==> src/rtl/ram_dump_uart_tx_pkg.sv <==
// Shared types and constants for the BRAM-to-UART dump path.
// The FSM enum, frame size and baud divider live here.
package ram_dump_pkg;

  typedef enum logic [1:0] {
    IDLE,
    FETCH,
    LOAD,
    FRAME
  } state_t;

  localparam int FRAME_BITS = 10;

  function automatic int calc_divider(
    input int clk_hz,
    input int baud
  );
    return clk_hz / baud;
  endfunction

endpackage

==> src/rtl/ram_dump_uart_tx_if.sv <==
// Control and BRAM read-port bundle of the RAM dumper.
// The dumper is the slave; host control plus BRAM form the master.
interface ram_dump_uart_tx_if #(
  parameter int ADDRESS_WIDTH = 9,
  parameter int DATA_WIDTH    = 8
) ();

  logic                     start;
  logic [ADDRESS_WIDTH-1:0] start_address;
  logic [ADDRESS_WIDTH:0]   length;
  logic                     busy;
  logic                     done;
  logic [ADDRESS_WIDTH-1:0] read_address;
  logic                     read_enable;
  logic [DATA_WIDTH-1:0]    read_data;

  modport master (
    output start,
    output start_address,
    output length,
    input  busy,
    input  done,
    input  read_address,
    input  read_enable,
    output read_data
  );

  modport slave (
    input  start,
    input  start_address,
    input  length,
    output busy,
    output done,
    output read_address,
    output read_enable,
    input  read_data
  );

endinterface

==> src/rtl/ram_dump_uart_tx_uart.sv <==
// 8N1 serializer: bit timer, bit counter, shift register and TX.
// A load pulse starts a frame; frame_done marks the stop-bit end.
module uart_tx_8n1
  import ram_dump_pkg::*;
#(
  parameter int DIVIDER = 4
) (
  input  logic       clk,
  input  logic       rst_n,
  input  logic       load,
  input  logic [7:0] data,
  output logic       tx,
  output logic       frame_done
);

  localparam int TW = $clog2(DIVIDER);

  logic [TW-1:0] timer_q;
  logic [3:0]    bit_q;
  logic [8:0]    shift_q;
  logic          active_q;
  logic          tx_q;
  logic          bit_end;

  assign bit_end = active_q &&
                   (timer_q == TW'(DIVIDER - 1));

  assign frame_done = bit_end &&
                      (bit_q == 4'(FRAME_BITS - 1));

  assign tx = tx_q;

  // The stop bit is pre-shifted in so the last shift yields TX high.
  always_ff @(posedge clk or negedge rst_n) begin
    if (!rst_n) begin
      timer_q  <= '0;
      bit_q    <= '0;
      shift_q  <= '0;
      active_q <= 1'b0;
      tx_q     <= 1'b1;
    end else if (load) begin
      timer_q  <= '0;
      bit_q    <= '0;
      shift_q  <= {1'b1, data};
      active_q <= 1'b1;
      tx_q     <= 1'b0;
    end else if (active_q) begin
      if (bit_end) begin
        timer_q <= '0;
        if (frame_done) begin
          active_q <= 1'b0;
          tx_q     <= 1'b1;
        end else begin
          bit_q   <= bit_q + 4'd1;
          tx_q    <= shift_q[0];
          shift_q <= {1'b1, shift_q[8:1]};
        end
      end else begin
        timer_q <= timer_q + 1'b1;
      end
    end
  end

endmodule

==> src/rtl/ram_dump_uart_tx.sv <==
// Walks a BRAM address range and sends each byte out of TX as 8N1.
// start is registered once, so the first read follows one cycle later.
module ram_dump_uart_tx
  import ram_dump_pkg::*;
#(
  parameter int CLOCK_FREQUENCY = 12_000_000,
  parameter int BAUD_RATE       = 115_200,
  parameter int ADDRESS_WIDTH   = 9,
  parameter int DATA_WIDTH      = 8
) (
  input  logic             CLK,
  input  logic             RESETn,
  ram_dump_uart_tx_if.slave bus,
  output logic             TX
);

  localparam int DIVIDER =
    calc_divider(CLOCK_FREQUENCY, BAUD_RATE);
  localparam int AW = ADDRESS_WIDTH;

  if (DIVIDER < 2) begin : g_div_check
    $error("DIVIDER must be at least 2");
  end

  if (DATA_WIDTH != 8) begin : g_dw_check
    $error("DATA_WIDTH must be 8");
  end

  state_t        state_q, state_d;
  logic [AW-1:0] addr_q, addr_d;
  logic [AW:0]   count_q, count_d;
  logic [AW-1:0] ra_q, ra_d;
  logic          busy_q, busy_d;
  logic          done_q, done_d;
  logic          start_q;
  logic          take;
  logic          frame_done;

  assign take = bus.start && (state_q == IDLE) && !start_q;

  always_ff @(posedge CLK or negedge RESETn) begin
    if (!RESETn) begin
      state_q <= IDLE;
      addr_q  <= '0;
      count_q <= '0;
      ra_q    <= '0;
      busy_q  <= 1'b0;
      done_q  <= 1'b0;
      start_q <= 1'b0;
    end else begin
      state_q <= state_d;
      addr_q  <= addr_d;
      count_q <= count_d;
      ra_q    <= ra_d;
      busy_q  <= busy_d;
      done_q  <= done_d;
      start_q <= take;
    end
  end

  always_comb begin
    state_d = state_q;
    addr_d  = addr_q;
    count_d = count_q;
    ra_d    = ra_q;
    busy_d  = busy_q;
    done_d  = 1'b0;
    if (take) begin
      addr_d  = bus.start_address;
      count_d = bus.length;
    end
    unique case (state_q)
      IDLE: begin
        if (start_q) begin
          if (count_q == '0) begin
            done_d = 1'b1;
          end else begin
            state_d = FETCH;
            busy_d  = 1'b1;
            ra_d    = addr_q;
          end
        end
      end
      FETCH: state_d = LOAD;
      LOAD:  state_d = FRAME;
      FRAME: begin
        if (frame_done) begin
          count_d = count_q - 1'b1;
          addr_d  = addr_q + 1'b1;
          if (count_q == (AW+1)'(1)) begin
            state_d = IDLE;
            done_d  = 1'b1;
            busy_d  = 1'b0;
          end else begin
            state_d = FETCH;
            ra_d    = addr_q + 1'b1;
          end
        end
      end
      default: state_d = IDLE;
    endcase
  end

  assign bus.read_enable  = (state_q == FETCH);
  assign bus.read_address = ra_q;
  assign bus.busy         = busy_q;
  assign bus.done         = done_q;

  uart_tx_8n1 #(
    .DIVIDER(DIVIDER)
  ) u_uart (
    .clk       (CLK),
    .rst_n     (RESETn),
    .load      (state_q == LOAD),
    .data      (bus.read_data),
    .tx        (TX),
    .frame_done(frame_done)
  );

endmodule
==> src/flat_wrapper.sv <==
// flat-port wrapper written by rule: the top's interface ports become plain ports
module ram_dump_uart_tx_flat import ram_dump_pkg::*;
#(
  parameter int CLOCK_FREQUENCY = 12_000_000,
  parameter int BAUD_RATE       = 115_200,
  parameter int ADDRESS_WIDTH   = 9,
  parameter int DATA_WIDTH      = 8
)
  (CLK, RESETn, TX, bus_start, bus_start_address, bus_length, bus_busy, bus_done, bus_read_address, bus_read_enable, bus_read_data);
  ram_dump_uart_tx_if #(.ADDRESS_WIDTH(ADDRESS_WIDTH), .DATA_WIDTH(DATA_WIDTH)) bus_i ();
  input  logic CLK;
  input  logic RESETn;
  output logic TX;
  input wire logic [$bits(bus_i.start)-1:0] bus_start;
  input wire logic [$bits(bus_i.start_address)-1:0] bus_start_address;
  input wire logic [$bits(bus_i.length)-1:0] bus_length;
  output wire logic [$bits(bus_i.busy)-1:0] bus_busy;
  output wire logic [$bits(bus_i.done)-1:0] bus_done;
  output wire logic [$bits(bus_i.read_address)-1:0] bus_read_address;
  output wire logic [$bits(bus_i.read_enable)-1:0] bus_read_enable;
  input wire logic [$bits(bus_i.read_data)-1:0] bus_read_data;
  assign bus_i.start = bus_start;
  assign bus_i.start_address = bus_start_address;
  assign bus_i.length = bus_length;
  assign bus_busy = bus_i.busy;
  assign bus_done = bus_i.done;
  assign bus_read_address = bus_i.read_address;
  assign bus_read_enable = bus_i.read_enable;
  assign bus_i.read_data = bus_read_data;
  ram_dump_uart_tx #(.CLOCK_FREQUENCY(CLOCK_FREQUENCY), .BAUD_RATE(BAUD_RATE), .ADDRESS_WIDTH(ADDRESS_WIDTH), .DATA_WIDTH(DATA_WIDTH)) u_core (.CLK(CLK), .RESETn(RESETn), .bus(bus_i), .TX(TX));
endmodule
==> config.mk <==
export PLATFORM = sky130hd
export DESIGN_NAME = ram_dump_uart_tx_flat
export DESIGN_NICKNAME = d
export VERILOG_FILES = /design/src/rtl/ram_dump_uart_tx_pkg.sv /design/src/rtl/ram_dump_uart_tx_if.sv /design/src/rtl/ram_dump_uart_tx_uart.sv /design/src/rtl/ram_dump_uart_tx.sv /design/src/flat_wrapper.sv
export SDC_FILE = /design/constraint.sdc
export NUM_CORES = 1
export LEC_CHECK = 0
export ABC_AREA = 1
export CAP_MARGIN = 40
export CORE_UTILIZATION = 38
export DETAILED_ROUTE_END_ITERATION = 8
export SETUP_SLACK_MARGIN = 0.3
export SYNTH_ARGS = -nofsm -noshare
export SYNTH_HDL_FRONTEND = slang
export SYNTH_SLANG_ARGS = --single-unit
==> constraint.sdc <==
create_clock -name CLK -period 2.28 [get_ports CLK]
set_input_delay 0.342 -clock CLK [delete_from_list [all_inputs] [get_ports CLK]]
set_output_delay 0.342 -clock CLK [all_outputs]
set_load 0.02 [all_outputs]
==> out/metrics.json, run 1 <==
{
  "setup_path": {
    "timing.critical_path.fanout_max": 8,
    "crit_path_top_delay_cell": "sky130_fd_sc_hd__dfrtp_1",
    "kind_of_end_point_of_the_critical_path": "register",
    "rrSetupSlack_ns": 0.41,
    "critical_path.most_common_cell": "sky130_fd_sc_hd__nor3_1",
    "worstPathArrival_ns": 2.08,
    "critical_path.cell_chain": "inv_1 -> ha_1 -> nor2_1 -> nor3_1 -> xnor2_1 -> nor3_1",
    "required_time_at_the_endpoint_of_the_critical_path_ns": 2.49,
    "worstSetupPathType": "register to register",
    "timing.critical_path.slowest_cell_delay_ns": 0.46,
    "crit_path_start_kind": "register"
  },
  "synth": {
    "sequential_share_of_the_synthesized_area_pct": 42.7,
    "synth_seq_cells": 55,
    "avgSynthCellArea_um2": 7.70,
    "synth_top_cell_area_share_pct": 41.9,
    "synth_top_cell_by_area": "sky130_fd_sc_hd__dfrtp_1",
    "synthDistinctLibCells": 35,
    "syn-cell-area_mm2": 0.00323,
    "synthesis.instances": 419,
    "netlist_top_cells_area": "sky130_fd_sc_hd__dfrtp_1 42%, sky130_fd_sc_hd__nand2_1 15%, sky130_fd_sc_hd__o21ai_0 5.4%",
    "syn_nets": 460,
    "yosysWarningCount": 0
  },
  "finish": {
    "share_of_final_layout_standard_cells_stronger_than_drive_strength_1_pct": 11.2,
    "antenna_cells": 0,
    "layout.filler_cells": 808,
    "area_growth_syn_to_layout_pct": 21.1,
    "layout.nets": 503,
    "final_core_util_pct": 47.5,
    "most-common-layout-cells": "133 x sky130_fd_sc_hd__nand2_1, 54 x sky130_fd_sc_hd__dfrtp_1, 40 x sky130_fd_sc_hd__inv_1, 40 x sky130_fd_sc_hd__clkdlybuf4s50_1, 35 x sky130_fd_sc_hd__o21ai_0",
    "most_common_cell_after_layout_fill_and_taps_aside": "sky130_fd_sc_hd__nand2_1"
  },
  "cts": {
    "cts_tree": "yes",
    "numClockSinks": 55,
    "depth_of_the_cts_h_tree": 2,
    "worst_setup_hold_path_clk_slew_ns": 0.09,
    "cts_inserted_buffers": 5,
    "worst_skew_pair.late_latency_ns": 0.31,
    "clockRootBuffer": "sky130_fd_sc_hd__clkbuf_8",
    "postCtsSetupRepairBufs": 0,
    "ctsLongestPathBuffers": 2
  },
  "floorplan": {
    "floorplan.initialDensity_pct": 39.3,
    "core.rowCount": 33,
    "die_y_um": 94.1,
    "fp.dieW_um": 94.1,
    "die-area_mm2": 0.00886,
    "boundaryPins": 43,
    "core_mm2": 0.00822
  },
  "flow_run": {
    "max-cap-violations": 0
  },
  "sta": {
    "final.min_clock_period_ns": 1.87,
    "final_sum_of_negative_setup_slack_ns": 0,
    "hold-worst-slack_ns": 0.166,
    "max_freq_ghz": 0.535,
    "final-setup-viol-count": 0,
    "slew-limit-headroom_pct": 52.2,
    "layout_worst_path_cycle_share_pct": 82.0,
    "rsz_0062_raised_after_global_routing": "true",
    "layout_setup_ws_ns": 0.411,
    "worst_slew_pin_slew_ns": 0.718,
    "final-max-slew-violation-count": 0,
    "hold_viol_final": 0,
    "fin_skew_ns": 0.0106
  },
  "detailed_routing": {
    "number_of_routed_nets_with_antenna_violations": 0,
    "viasPerCell": 4.84,
    "dr.pass1.iters": 5,
    "route.detailed.drc": 0,
    "first_iter_violations": 84,
    "route.vias.total": 2750,
    "detail_route.wirelength_um": 7050,
    "post_drt_wl_per_cell_um": 12.4
  },
  "placement": {
    "post-place-ws_ns": 0.196,
    "post-dp-hpwl_um": 4950,
    "port_buffers": 42,
    "gp_congestion": 0.807
  },
  "power_and_ir_drop": {
    "p_int_uw": 2750,
    "cellLeakagePower_uw": 0.00184,
    "total_power_uw": 4860,
    "power.switching_fraction_pct": 43.5,
    "clock_power_share_pct": 15.6,
    "power.net_switching_uw": 2110,
    "share_seq_of_total_power_pct": 34.1,
    "power_density_mw_per_mm2": 1240,
    "vdd_drop_max_mv": 0.512,
    "p_comb_share_pct": 50.3
  },
  "global_routing": {
    "globalRouteTotalUtil_pct": 16.8,
    "grt_max_degree": 56,
    "first_global_vias": 2557,
    "grt_antenna_before_repair": 0,
    "grt_pass1_wl_um": 11700,
    "global_route.overflow_total": 0
  },
  "min_path": {
    "min-delay-path-class": "input port to async pin"
  },
  "run_status": {
    "run_status": "finished clean"
  }
}
-- power groups by stage --
| stage | logic (uW) | registers (uW) | clock network [uW] |
|---|---|---|---|
| 2_1_floorplan | 1710 | 1700 | 0 |
| 3_3_place_gp | 2360 | 1660 | 0 |
| 3_5_place_dp | 2390 | 1660 | 0 |
| 4_1_cts | 2410 | 1650 | 784 |
| 5_1_grt | 2790 | 1710 | 814 |
| 6_report | 2440 | 1660 | 758 |
-- metal layers --
layer	up-vias	wire length, um	GRT usage (%)	part of all wire (%)
li1	1425	-	-	-
met1	1260	3550	23.7	50
met2	59	3210	27.3	45
met3	6	231	2.51	3.3
met4	0	59	3.59	0.84
met5	-	0	0	0
-- path summary, 6_finish.rpt --
kind	from	to	depth (start not counted)
max	u_core.state_q[0]	u_core.u_uart.timer_q[4]	6
min	RESETn	u_core.bus.read_address[5]	2
max reg2reg	u_core.state_q[0]	u_core.u_uart.timer_q[4]	6
min reg2reg	u_core.u_uart.shift_q[8]	u_core.u_uart.shift_q[8]	2
max in group asynchronous	RESETn	u_core.state_q[0]	2
min in group CLK	u_core.u_uart.shift_q[8]	u_core.u_uart.shift_q[8]	2
-- critical path, delay by kind of cell (launching register included) --
kind          cells  cell delay, ns
flops             1            0.46
buf+inv           1            0.12
simple gates      3            0.73
fa+ha+maj         1            0.31
xor+xnor          1            0.14
-- sequential cells by signal, indices dropped and copies added (netlist names) --
register,cells
u_core.u_uart.timer_q,7
u_core.u_uart.active_q,1
u_core.u_uart.bit_q,4
u_core.bus.read_address,9
u_core.addr_q,9
u_core.bus.done,1
u_core.start_q,1
u_core.count_q,10
u_core.state_q,2
u_core.u_uart.tx,1
u_core.u_uart.shift_q,9
u_core.bus.busy,1
-- kinds of logic (layout without fill, tap and decap cells) --
family | count (synthesis) | in the layout | share of synthesized area (%)
simple gates | 215 | 217 | 29.1
compound gates | 65 | 65 | 11.8
buf+inv | 58 | 100 | 7.64
flops | 55 | 55 | 42.7
xor+xnor | 14 | 14 | 3.80
fa+ha+maj | 11 | 11 | 4.27
mux | 1 | 1 | 0.698
-- final cells by class --
type                    count  area (um^2)  area share, %
flip-flops and latches     55         1380           35.3
clock buffers               6         72.6           1.86
inverters                  44          166           4.26
repair buffers             48          459           11.8
clock inverters             2         60.1           1.54
well taps                 105          131           3.36
multi-input cells         308         1640           42.0
-- metrics by stage --
step / cells / area, um^2
after floorplan: 419 / 3230
after global placement: 558 / 3740
after detailed placement: 558 / 3740
after CTS: 566 / 3870
after global routing: 568 / 3910
final: 568 / 3910
-- cells in the mapped netlist --
library cell               count
sky130_fd_sc_hd__clkbuf_1      5
sky130_fd_sc_hd__dfrtp_1      54
sky130_fd_sc_hd__o22a_1        1
sky130_fd_sc_hd__nand2_4       1
sky130_fd_sc_hd__nor2_1       28
sky130_fd_sc_hd__o211ai_1      3
sky130_fd_sc_hd__mux2i_4       1
sky130_fd_sc_hd__ha_1         11
sky130_fd_sc_hd__buf_1         1
sky130_fd_sc_hd__buf_6         2
sky130_fd_sc_hd__o21ai_1       2
sky130_fd_sc_hd__nand3_2       2
sky130_fd_sc_hd__a31oi_1       7
sky130_fd_sc_hd__o21ai_2       8
sky130_fd_sc_hd__o22ai_1       1
sky130_fd_sc_hd__nand4_1       2
sky130_fd_sc_hd__nand3_1      30
sky130_fd_sc_hd__inv_1        40
sky130_fd_sc_hd__o41ai_1       1
sky130_fd_sc_hd__o21ai_0      35
sky130_fd_sc_hd__nor2_4        5
sky130_fd_sc_hd__nor2_2        5
sky130_fd_sc_hd__xnor2_1       3
sky130_fd_sc_hd__nand2_2       4
sky130_fd_sc_hd__or2_2         2
sky130_fd_sc_hd__dfstp_2       1
sky130_fd_sc_hd__xor2_1       11
sky130_fd_sc_hd__clkbuf_4      1
sky130_fd_sc_hd__clkinv_2      1
sky130_fd_sc_hd__buf_2         4
sky130_fd_sc_hd__buf_4         1
sky130_fd_sc_hd__inv_2         3
sky130_fd_sc_hd__a21oi_1       7
sky130_fd_sc_hd__nor3_1        3
sky130_fd_sc_hd__nand2_1     133
-- repair_timing --
item / CTS / global route
hold buffers: 0 / 0
pin swaps: 0 / 1
setup endpoints to repair: 11 / 19
gates cloned: 0 / 2
resized for setup: 2 / 4
Power figures use the tool's default switching activity.
==> run 2, diff against run 1 <==
Clock period 2.28 ns to 1.9 ns, I/O delays scaled along.
==> out/metrics.json, run 2 (synthesis gave the netlist of run 1 again) <==
{
  "global_routing": {
    "grt_antenna_before_repair": {"value": 0, "change": "unchanged"},
    "first_global_vias": {"value": 2693, "change": "+5.3%"},
    "globalRouteTotalUtil": {"value": 18.2, "unit": "%", "change": "+1.4 points"},
    "grt_pass1_wl": {"value": 12600, "unit": "um", "change": "+8.1%"},
    "global_route.overflow_total": {"value": 0, "change": "unchanged"},
    "grt_max_degree": {"value": 56, "change": "unchanged"}
  },
  "setup_path": {
    "cp.depth": {"value": 1, "change": "-5"},
    "kind_of_end_point_of_the_critical_path": "output port",
    "r2r.worst_path.cells": {"value": 9, "change": "+3"},
    "timing.critical_path.slowest_cell_delay": {"value": 0.60, "unit": "ns", "change": "+0.14 ns"},
    "critical_path_buf_inv_count": {"value": 1, "change": "unchanged"},
    "worstPathArrival": {"value": 1.29, "unit": "ns", "change": "-0.79 ns"},
    "required_time_at_the_endpoint_of_the_critical_path": {"value": 1.62, "unit": "ns", "change": "-0.87 ns"},
    "setup.worst_path.end": "bus_read_address[4]",
    "timing.rr.start": "u_core.u_uart.bit_q[1]",
    "setup_crit_start": "u_core.bus.read_address[4]",
    "worstSetupPathType": "register to output port",
    "crit_path_start_kind": "register",
    "cp_top_family": "buffers and inverters",
    "crit_path_top_delay_cell": "sky130_fd_sc_hd__clkdlybuf4s50_1",
    "critical_path.cell_chain": "clkdlybuf4s50_1",
    "rrSetupSlack": {"value": 0.35, "unit": "ns", "change": "-0.06 ns"},
    "reg2reg_to": "u_core.u_uart.bit_q[0]",
    "timing.critical_path.fanout_max": {"value": 2, "change": "-6"}
  },
  "sta": {
    "rsz_0062_raised_after_global_routing": "true",
    "layout_worst_path_cycle_share_pct": 82.9,
    "final-max-slew-violation-count": {"value": 0, "change": "unchanged"},
    "hold-worst-slack": {"value": 0.474, "unit": "ns", "change": "+0.307 ns"},
    "slew-limit-headroom": {"value": 72.4, "unit": "%", "change": "+20 points"},
    "fin_skew": {"value": 0.0102, "unit": "ns", "change": "-0.000434 ns"},
    "final-setup-viol-count": {"value": 0, "change": "unchanged"},
    "final_sum_of_negative_setup_slack": {"value": 0, "unit": "ns", "change": "unchanged"},
    "worst_slew_pin_slew": {"value": 0.409, "unit": "ns", "change": "-0.308 ns"},
    "final.min_clock_period_ns": 1.58,
    "hold_viol_final": {"value": 0, "change": "unchanged"},
    "max_freq_ghz": 0.635
  },
  "cts": {
    "cts_tree": "yes",
    "cts_inserted_buffers": {"value": 5, "change": "unchanged"},
    "depth_of_the_cts_h_tree": {"value": 2, "change": "unchanged"},
    "worst_skew_pair.late_latency": {"value": 0.32, "unit": "ns", "change": "about the same"},
    "ctsLongestPathBuffers": {"value": 2, "change": "unchanged"},
    "worst_setup_hold_path_clk_slew": {"value": 0.10, "unit": "ns", "change": "about the same"},
    "clockRootBuffer": "sky130_fd_sc_hd__clkbuf_8",
    "numClockSinks": {"value": 55, "change": "unchanged"}
  },
  "power_and_ir_drop": {
    "share_seq_of_total_power": {"value": 30.4, "unit": "%", "change": "-3.7 points"},
    "vdd_drop_max": {"value": 0.493, "unit": "mV", "change": "-3.6%"},
    "power.switching_fraction": {"value": 43.5, "unit": "%", "change": "about the same"},
    "power.net_switching": {"value": 2850, "unit": "uW", "change": "+35%"},
    "p_int": {"value": 3700, "unit": "uW", "change": "+35%"},
    "power_density": {"value": 1470, "unit": "mW/mm^2", "change": "+18%"},
    "p_comb_share": {"value": 57.1, "unit": "%", "change": "+6.8 points"},
    "cellLeakagePower": {"value": 0.00214, "unit": "uW", "change": "+16%"},
    "clock_power_share": {"value": 12.6, "unit": "%", "change": "-3.0 points"}
  },
  "floorplan": {
    "die_y": {"value": 94.1, "unit": "um", "change": "unchanged"},
    "core.rowCount": {"value": 33, "change": "unchanged"},
    "core": {"value": 0.00822, "unit": "mm^2", "change": "unchanged"},
    "die-area": {"value": 0.00886, "unit": "mm^2", "change": "unchanged"},
    "fp.dieW": {"value": 94.1, "unit": "um", "change": "unchanged"},
    "boundaryPins": {"value": 43, "change": "unchanged"},
    "floorplan.initialDensity": {"value": 39.3, "unit": "%", "change": "unchanged"}
  },
  "finish": {
    "most_common_cell_after_layout_fill_and_taps_aside": "sky130_fd_sc_hd__nand2_1",
    "share_of_final_layout_standard_cells_stronger_than_drive_strength_1": {"value": 24.8, "unit": "%", "change": "+14 points"},
    "most-common-layout-cells": "120 x sky130_fd_sc_hd__nand2_1, 54 x sky130_fd_sc_hd__dfrtp_1, 34 x sky130_fd_sc_hd__inv_1",
    "area_growth_syn_to_layout_pct": 38.5,
    "top_register": "u_core.count_q",
    "layout.nets": {"value": 541, "change": "+7.6%"},
    "multi_input_comb_area": {"value": 0.00184, "unit": "mm^2", "change": "+12%"},
    "antenna_cells": {"value": 0, "change": "unchanged"},
    "final-seq-area": {"value": 0.00138, "unit": "mm^2", "change": "unchanged"},
    "layout.filler_cells": {"value": 764, "change": "-5.4%"},
    "largest_register_ffs": {"value": 10, "change": "unchanged"}
  },
  "detailed_routing": {
    "route.detailed.drc": {"value": 0, "change": "unchanged"},
    "route.vias.total": {"value": 2889, "change": "+5.1%"},
    "number_of_routed_nets_with_antenna_violations": {"value": 0, "change": "unchanged"},
    "viasPerCell": {"value": 4.77, "change": "-1.5%"},
    "post_drt_wl_per_cell": {"value": 12.8, "unit": "um", "change": "+2.8%"},
    "dr.pass1.iters": {"value": 4, "change": "-1"},
    "detail_route.wirelength": {"value": 7730, "unit": "um", "change": "+9.6%"},
    "first_iter_violations": {"value": 118, "change": "+40%"}
  },
  "placement": {
    "gp_congestion": {"value": 0.826, "change": "+2.4%"},
    "post-dp-hpwl": {"value": 5060, "unit": "um", "change": "+2.2%"},
    "port_buffers": {"value": 42, "change": "unchanged"}
  },
  "flow_run": {
    "max-cap-violations": {"value": 0, "change": "unchanged"}
  },
  "run_status": {
    "run_status": "finished clean"
  },
  "min_path": {
    "min-delay-path-class": "register to register"
  }
}
## run 2: through the flow
stage	total power, uW	std cells	util, %	setup slack [ns]	cell area (um^2)
floorplan	4090	419	-	0.360	3230
global placement	4920	568	46.7	0.121	3840
detailed placement	4960	568	46.7	0.0292	3840
CTS	6150	595	51.2	0.218	4200
global route	7130	606	54.4	0.255	4470
finish	6550	606	54.4	0.325	4470
## run 2: tightest hold or removal path: cells and delay by family, from the launching register on
kind          cells  cell delay (ns)
flops             1             0.34
simple gates      1             0.06
buf+inv           1             0.05
## run 2: cell type report
| type | count | area share [%] |
|---|---|---|
| Clock inverter | 2 | 0.784 |
| Multi-Input combinational cell | 310 | 41.2 |
| Tap cell | 105 | 2.94 |
| Clock buffer | 6 | 1.85 |
| Sequential cell | 55 | 30.8 |
| Timing Repair Buffer | 84 | 18.5 |
| Inverter | 44 | 3.86 |
## run 2: worst min path at each step
stage	start	endpoint	slack [ns]	cells after the start
3_3_place_gp	RESETn	u_core.bus.read_address[5]	0.31	2
5_1_grt	u_core.u_uart.tx	u_core.u_uart.tx	0.50	2
2_1_floorplan	RESETn	u_core.addr_q[0]	-0.01	0
4_1_cts	u_core.u_uart.tx	u_core.u_uart.tx	0.47	2
6_report	u_core.u_uart.shift_q[8]	u_core.u_uart.shift_q[8]	0.47	2
3_5_place_dp	RESETn	u_core.bus.read_address[5]	0.31	2
## run 2: power by group through the flow
stage | sequential [uW] | combinational, uW | clock (uW)
finish | 1990 | 3740 | 825
global route | 2030 | 4200 | 893
CTS | 1960 | 3340 | 854
detailed placement | 1980 | 2980 | 0
global placement | 1970 | 2950 | 0
floorplan | 2040 | 2050 | 0
## run 2: timing repair
item | CTS | global route
resized for setup | 24 | 57
pin swaps | 11 | 17
hold endpoints to repair | 54 | 0
endpoints found under the setup margin | 39 | 56
cloned | 4 | 0
setup buffers | 14 | 11
hold buffers | 1 | 0
## run 2: per-layer routing
layer  global-route usage (%)  up-vias  wire length (um)
met3                     2.91        6               245
met4                     3.85        0                65
met5                        0        -                 0
met1                     25.1     1332              3750
li1                         -     1505                 -
met2                     30.2       46              3670
==> run 3, diff against run 2 <==
Clock period 1.9 ns to 1.5 ns, I/O delays scaled along.
==> out/metrics.json, run 3 (synthesis gave the netlist of run 1 again) <==
{
  "sta": {
    "final.min_clock_period_ns": 1.56,
    "rsz_0062_raised_after_global_routing": "true",
    "final-setup-viol-count": {"value": 18, "change": "+18"},
    "slew-limit-headroom": {"value": 63.1, "unit": "%", "change": "-9.4 points"},
    "hold-worst-slack": {"value": 0.421, "unit": "ns", "change": "-0.0524 ns"},
    "fin_skew": {"value": 0.00722, "unit": "ns", "change": "-0.00294 ns"},
    "layout_setup_ws": {"value": -0.0574, "unit": "ns", "change": "-0.382 ns"},
    "final-max-slew-violation-count": {"value": 0, "change": "unchanged"},
    "max_freq_ghz": 0.642,
    "worst_slew_pin_slew": {"value": 0.554, "unit": "ns", "change": "+0.145 ns"},
    "layout_worst_path_cycle_share_pct": 104,
    "hold_viol_final": {"value": 0, "change": "unchanged"}
  },
  "finish": {
    "post_layout_nonfiller_instances": {"value": 648, "change": "+6.9%"},
    "final_core_util": {"value": 61.7, "unit": "%", "change": "+7.4 points"},
    "layout.filler_cells": {"value": 726, "change": "-5.0%"},
    "top_register": "u_core.count_q",
    "area_growth_syn_to_layout_pct": 57.3,
    "most-common-layout-cells": "111 x sky130_fd_sc_hd__nand2_1, 55 x sky130_fd_sc_hd__buf_4, 54 x sky130_fd_sc_hd__dfrtp_1",
    "layout.nets": {"value": 583, "change": "+7.8%"},
    "most_common_cell_after_layout_fill_and_taps_aside": "sky130_fd_sc_hd__nand2_1",
    "share_of_final_layout_standard_cells_stronger_than_drive_strength_1": {"value": 42.0, "unit": "%", "change": "+17 points"},
    "largest_register_ffs": {"value": 10, "change": "unchanged"},
    "multi_input_comb_area": {"value": 0.00205, "unit": "mm^2", "change": "+11%"},
    "antenna_cells": {"value": 0, "change": "unchanged"},
    "final-seq-area": {"value": 0.00138, "unit": "mm^2", "change": "unchanged"}
  },
  "flow_run": {
    "max-cap-violations": {"value": 0, "change": "unchanged"}
  },
  "detailed_routing": {
    "dr.pass1.iters": {"value": 5, "change": "+1"},
    "dr_wl_met2": {"value": 4340, "unit": "um", "change": "+18%"},
    "first_iter_violations": {"value": 58, "change": "-51%"},
    "route.detailed.drc": {"value": 0, "change": "unchanged"},
    "post_drt_wl_per_cell": {"value": 13.1, "unit": "um", "change": "+2.5%"},
    "viasPerCell": {"value": 4.83, "change": "+1.4%"},
    "detail_route.wirelength": {"value": 8470, "unit": "um", "change": "+9.6%"},
    "number_of_routed_nets_with_antenna_violations": {"value": 0, "change": "unchanged"},
    "route.met3.wl": {"value": 197, "unit": "um", "change": "-20%"},
    "wl_met1": {"value": 3800, "unit": "um", "change": "+1.5%"},
    "maxUsedRoutingLayer": "met4",
    "route.vias.total": {"value": 3132, "change": "+8.4%"}
  },
  "cts": {
    "ctsLongestPathBuffers": {"value": 2, "change": "unchanged"},
    "cts_tree": "yes",
    "cts_inserted_buffers": {"value": 5, "change": "unchanged"},
    "worst_skew_pair.late_latency": {"value": 0.32, "unit": "ns", "change": "about the same"},
    "numClockSinks": {"value": 55, "change": "unchanged"},
    "worst_setup_hold_path_clk_slew": {"value": 0.11, "unit": "ns", "change": "about the same"},
    "clockRootBuffer": "sky130_fd_sc_hd__clkbuf_8",
    "depth_of_the_cts_h_tree": {"value": 2, "change": "unchanged"}
  },
  "setup_path": {
    "cp_top_family": "simple AND/OR/NAND/NOR gates",
    "critical_path.cell_chain": "ha_2 -> nand2_2 -> nor2_4 -> nand2_2 -> clkinv_4 -> nor2_4 -> nor2_4 -> buf_4 -> inv_2 -> nand2_1 -> nand2_1",
    "crit_path_top_delay_cell": "sky130_fd_sc_hd__dfrtp_1",
    "timing.critical_path.fanout_max": {"value": 5, "change": "+3"},
    "required_time_at_the_endpoint_of_the_critical_path": {"value": 1.72, "unit": "ns", "change": "+0.10 ns"},
    "critical_path.most_common_cell": "sky130_fd_sc_hd__nor2_4",
    "critical_path_buf_inv_count": {"value": 3, "change": "+2"},
    "crit_path_start_kind": "register",
    "kind_of_end_point_of_the_critical_path": "register",
    "rrSetupSlack": {"value": -0.06, "unit": "ns", "change": "-0.41 ns"},
    "worstPathArrival": {"value": 1.78, "unit": "ns", "change": "+0.49 ns"},
    "worstSetupPathType": "register to register",
    "timing.critical_path.slowest_cell_delay": {"value": 0.37, "unit": "ns", "change": "-0.23 ns"}
  },
  "floorplan": {
    "floorplan.initialDensity": {"value": 39.3, "unit": "%", "change": "unchanged"},
    "core": {"value": 0.00822, "unit": "mm^2", "change": "unchanged"},
    "core.rowCount": {"value": 33, "change": "unchanged"},
    "boundaryPins": {"value": 43, "change": "unchanged"},
    "die_y": {"value": 94.1, "unit": "um", "change": "unchanged"},
    "fp.dieW": {"value": 94.1, "unit": "um", "change": "unchanged"},
    "die-area": {"value": 0.00886, "unit": "mm^2", "change": "unchanged"}
  },
  "power_and_ir_drop": {
    "cellLeakagePower": {"value": 0.00234, "unit": "uW", "change": "+9.5%"},
    "clock_power_share": {"value": 9.3, "unit": "%", "change": "-3.3 points"},
    "p_comb_share": {"value": 64.1, "unit": "%", "change": "+7.0 points"},
    "vdd_drop_max": {"value": 0.709, "unit": "mV", "change": "+44%"},
    "share_seq_of_total_power": {"value": 26.5, "unit": "%", "change": "-3.9 points"},
    "power_density": {"value": 1840, "unit": "mW/mm^2", "change": "+26%"},
    "power.net_switching": {"value": 4120, "unit": "uW", "change": "+45%"},
    "power.switching_fraction": {"value": 44.1, "unit": "%", "change": "+0.59 points"},
    "p_int": {"value": 5230, "unit": "uW", "change": "+41%"}
  },
  "global_routing": {
    "globalRouteTotalUtil": {"value": 19.0, "unit": "%", "change": "+0.77 points"},
    "first_global_vias": {"value": 2932, "change": "+8.9%"},
    "grt_max_degree": {"value": 24, "change": "-57%"},
    "grt_antenna_before_repair": {"value": 0, "change": "unchanged"},
    "grt_pass1_wl": {"value": 13300, "unit": "um", "change": "+5.1%"},
    "global_route.overflow_total": {"value": 0, "change": "unchanged"}
  },
  "run_status": {
    "violations": "negative setup slack",
    "run_status": "finished with violations"
  },
  "placement": {
    "gp_congestion": {"value": 0.783, "change": "-5.2%"},
    "post-dp-hpwl": {"value": 5580, "unit": "um", "change": "+10%"},
    "port_buffers": {"value": 42, "change": "unchanged"},
    "place_inst": {"value": 600, "change": "+5.6%"}
  },
  "min_path": {
    "min-delay-path-class": "input port to async pin"
  }
}
[run 3: changes by cell type in the layout (fill, tap and decap cells not counted), moves of 6 or more]
cell	change
sky130_fd_sc_hd__nand3_1	-17
sky130_fd_sc_hd__nand2_2	+8
sky130_fd_sc_hd__dlymetal6s2s_1	-6
sky130_fd_sc_hd__buf_4	+26
sky130_fd_sc_hd__o21ai_0	-10
sky130_fd_sc_hd__buf_2	+10
sky130_fd_sc_hd__nor2_1	-7
sky130_fd_sc_hd__o21ai_2	+6
sky130_fd_sc_hd__nand3_2	+17
sky130_fd_sc_hd__buf_6	+16
sky130_fd_sc_hd__nand2_1	-9
[run 3: final timing paths]
check                                               from                          to  cells after the start
worst min register to register  u_core.u_uart.shift_q[8]    u_core.u_uart.shift_q[8]                      2
max in group asynchronous                         RESETn             u_core.bus.done                      3
worst max-delay path            u_core.u_uart.timer_q[0]    u_core.u_uart.shift_q[0]                     11
min in group CLK                u_core.u_uart.shift_q[8]    u_core.u_uart.shift_q[8]                      2
worst min-delay path                              RESETn  u_core.bus.read_address[8]                      2
worst max register to register  u_core.u_uart.timer_q[0]    u_core.u_uart.shift_q[0]                     11
[run 3: metal layers]
metal	track usage [%]	vias up
met5	0	-
met2	31.4	36
met3	2.75	10
li1	-	1587
met4	5.38	0
met1	25.8	1499
[run 3: metrics by stage]
| step | power (uW) | TNS [ns] | worst slack, ns | area [um^2] |
|---|---|---|---|---|
| finish | 9350 | -0.463 | -0.0574 | 5070 |
| global route | 10100 | -4.21 | -0.146 | 5070 |
| CTS | 8520 | -0.197 | -0.0292 | 4710 |
| detailed placement | 6960 | -0.449 | -0.0684 | 4230 |
| global placement | 6840 | -0.0407 | -0.0208 | 4230 |
| floorplan | 5410 | 0 | 0.0672 | 3360 |
[run 3: layout make-up]
type / instances / area share (%)
clock buffers: 5 / 1.36
flip-flops and latches: 55 / 27.2
multi-input cells: 307 / 40.5
clock inverters: 3 / 0.493
inverters: 44 / 3.55
well taps: 105 / 2.59
repair buffers: 129 / 24.4
[run 3: power groups by stage]
| stage | clock network (uW) | registers, uW | logic [uW] |
|---|---|---|---|
| after floorplan | 0 | 2600 | 2810 |
| after global placement | 0 | 2470 | 4380 |
| after detailed placement | 0 | 2490 | 4470 |
| after CTS | 903 | 2460 | 5150 |
| after global routing | 958 | 2540 | 6650 |
| final | 871 | 2480 | 6000 |
[run 3: worst reg2reg max path, stage by stage, from the launching register on]
cell and delay (ns):
sky130_fd_sc_hd__dfrtp_1 0.37, sky130_fd_sc_hd__ha_2 0.19, sky130_fd_sc_hd__nand2_2 0.08, sky130_fd_sc_hd__nor2_4 0.13
sky130_fd_sc_hd__nand2_2 0.10, sky130_fd_sc_hd__clkinv_4 0.08, sky130_fd_sc_hd__nor2_4 0.04, sky130_fd_sc_hd__nor2_4 0.19
sky130_fd_sc_hd__buf_4 0.16, sky130_fd_sc_hd__inv_2 0.04, sky130_fd_sc_hd__nand2_1 0.05, sky130_fd_sc_hd__nand2_1 0.05
[run 3: what timing repair did]
| item | CTS | global route |
|---|---|---|
| setup buffers | 19 | 18 |
| pin swaps | 23 | 28 |
| hold buffers | 1 | 0 |
| cloned | 1 | 1 |
| hold endpoints to repair | 17 | 0 |
| endpoints found under the setup margin | 67 | 58 |
| gates resized for setup | 120 | 61 |
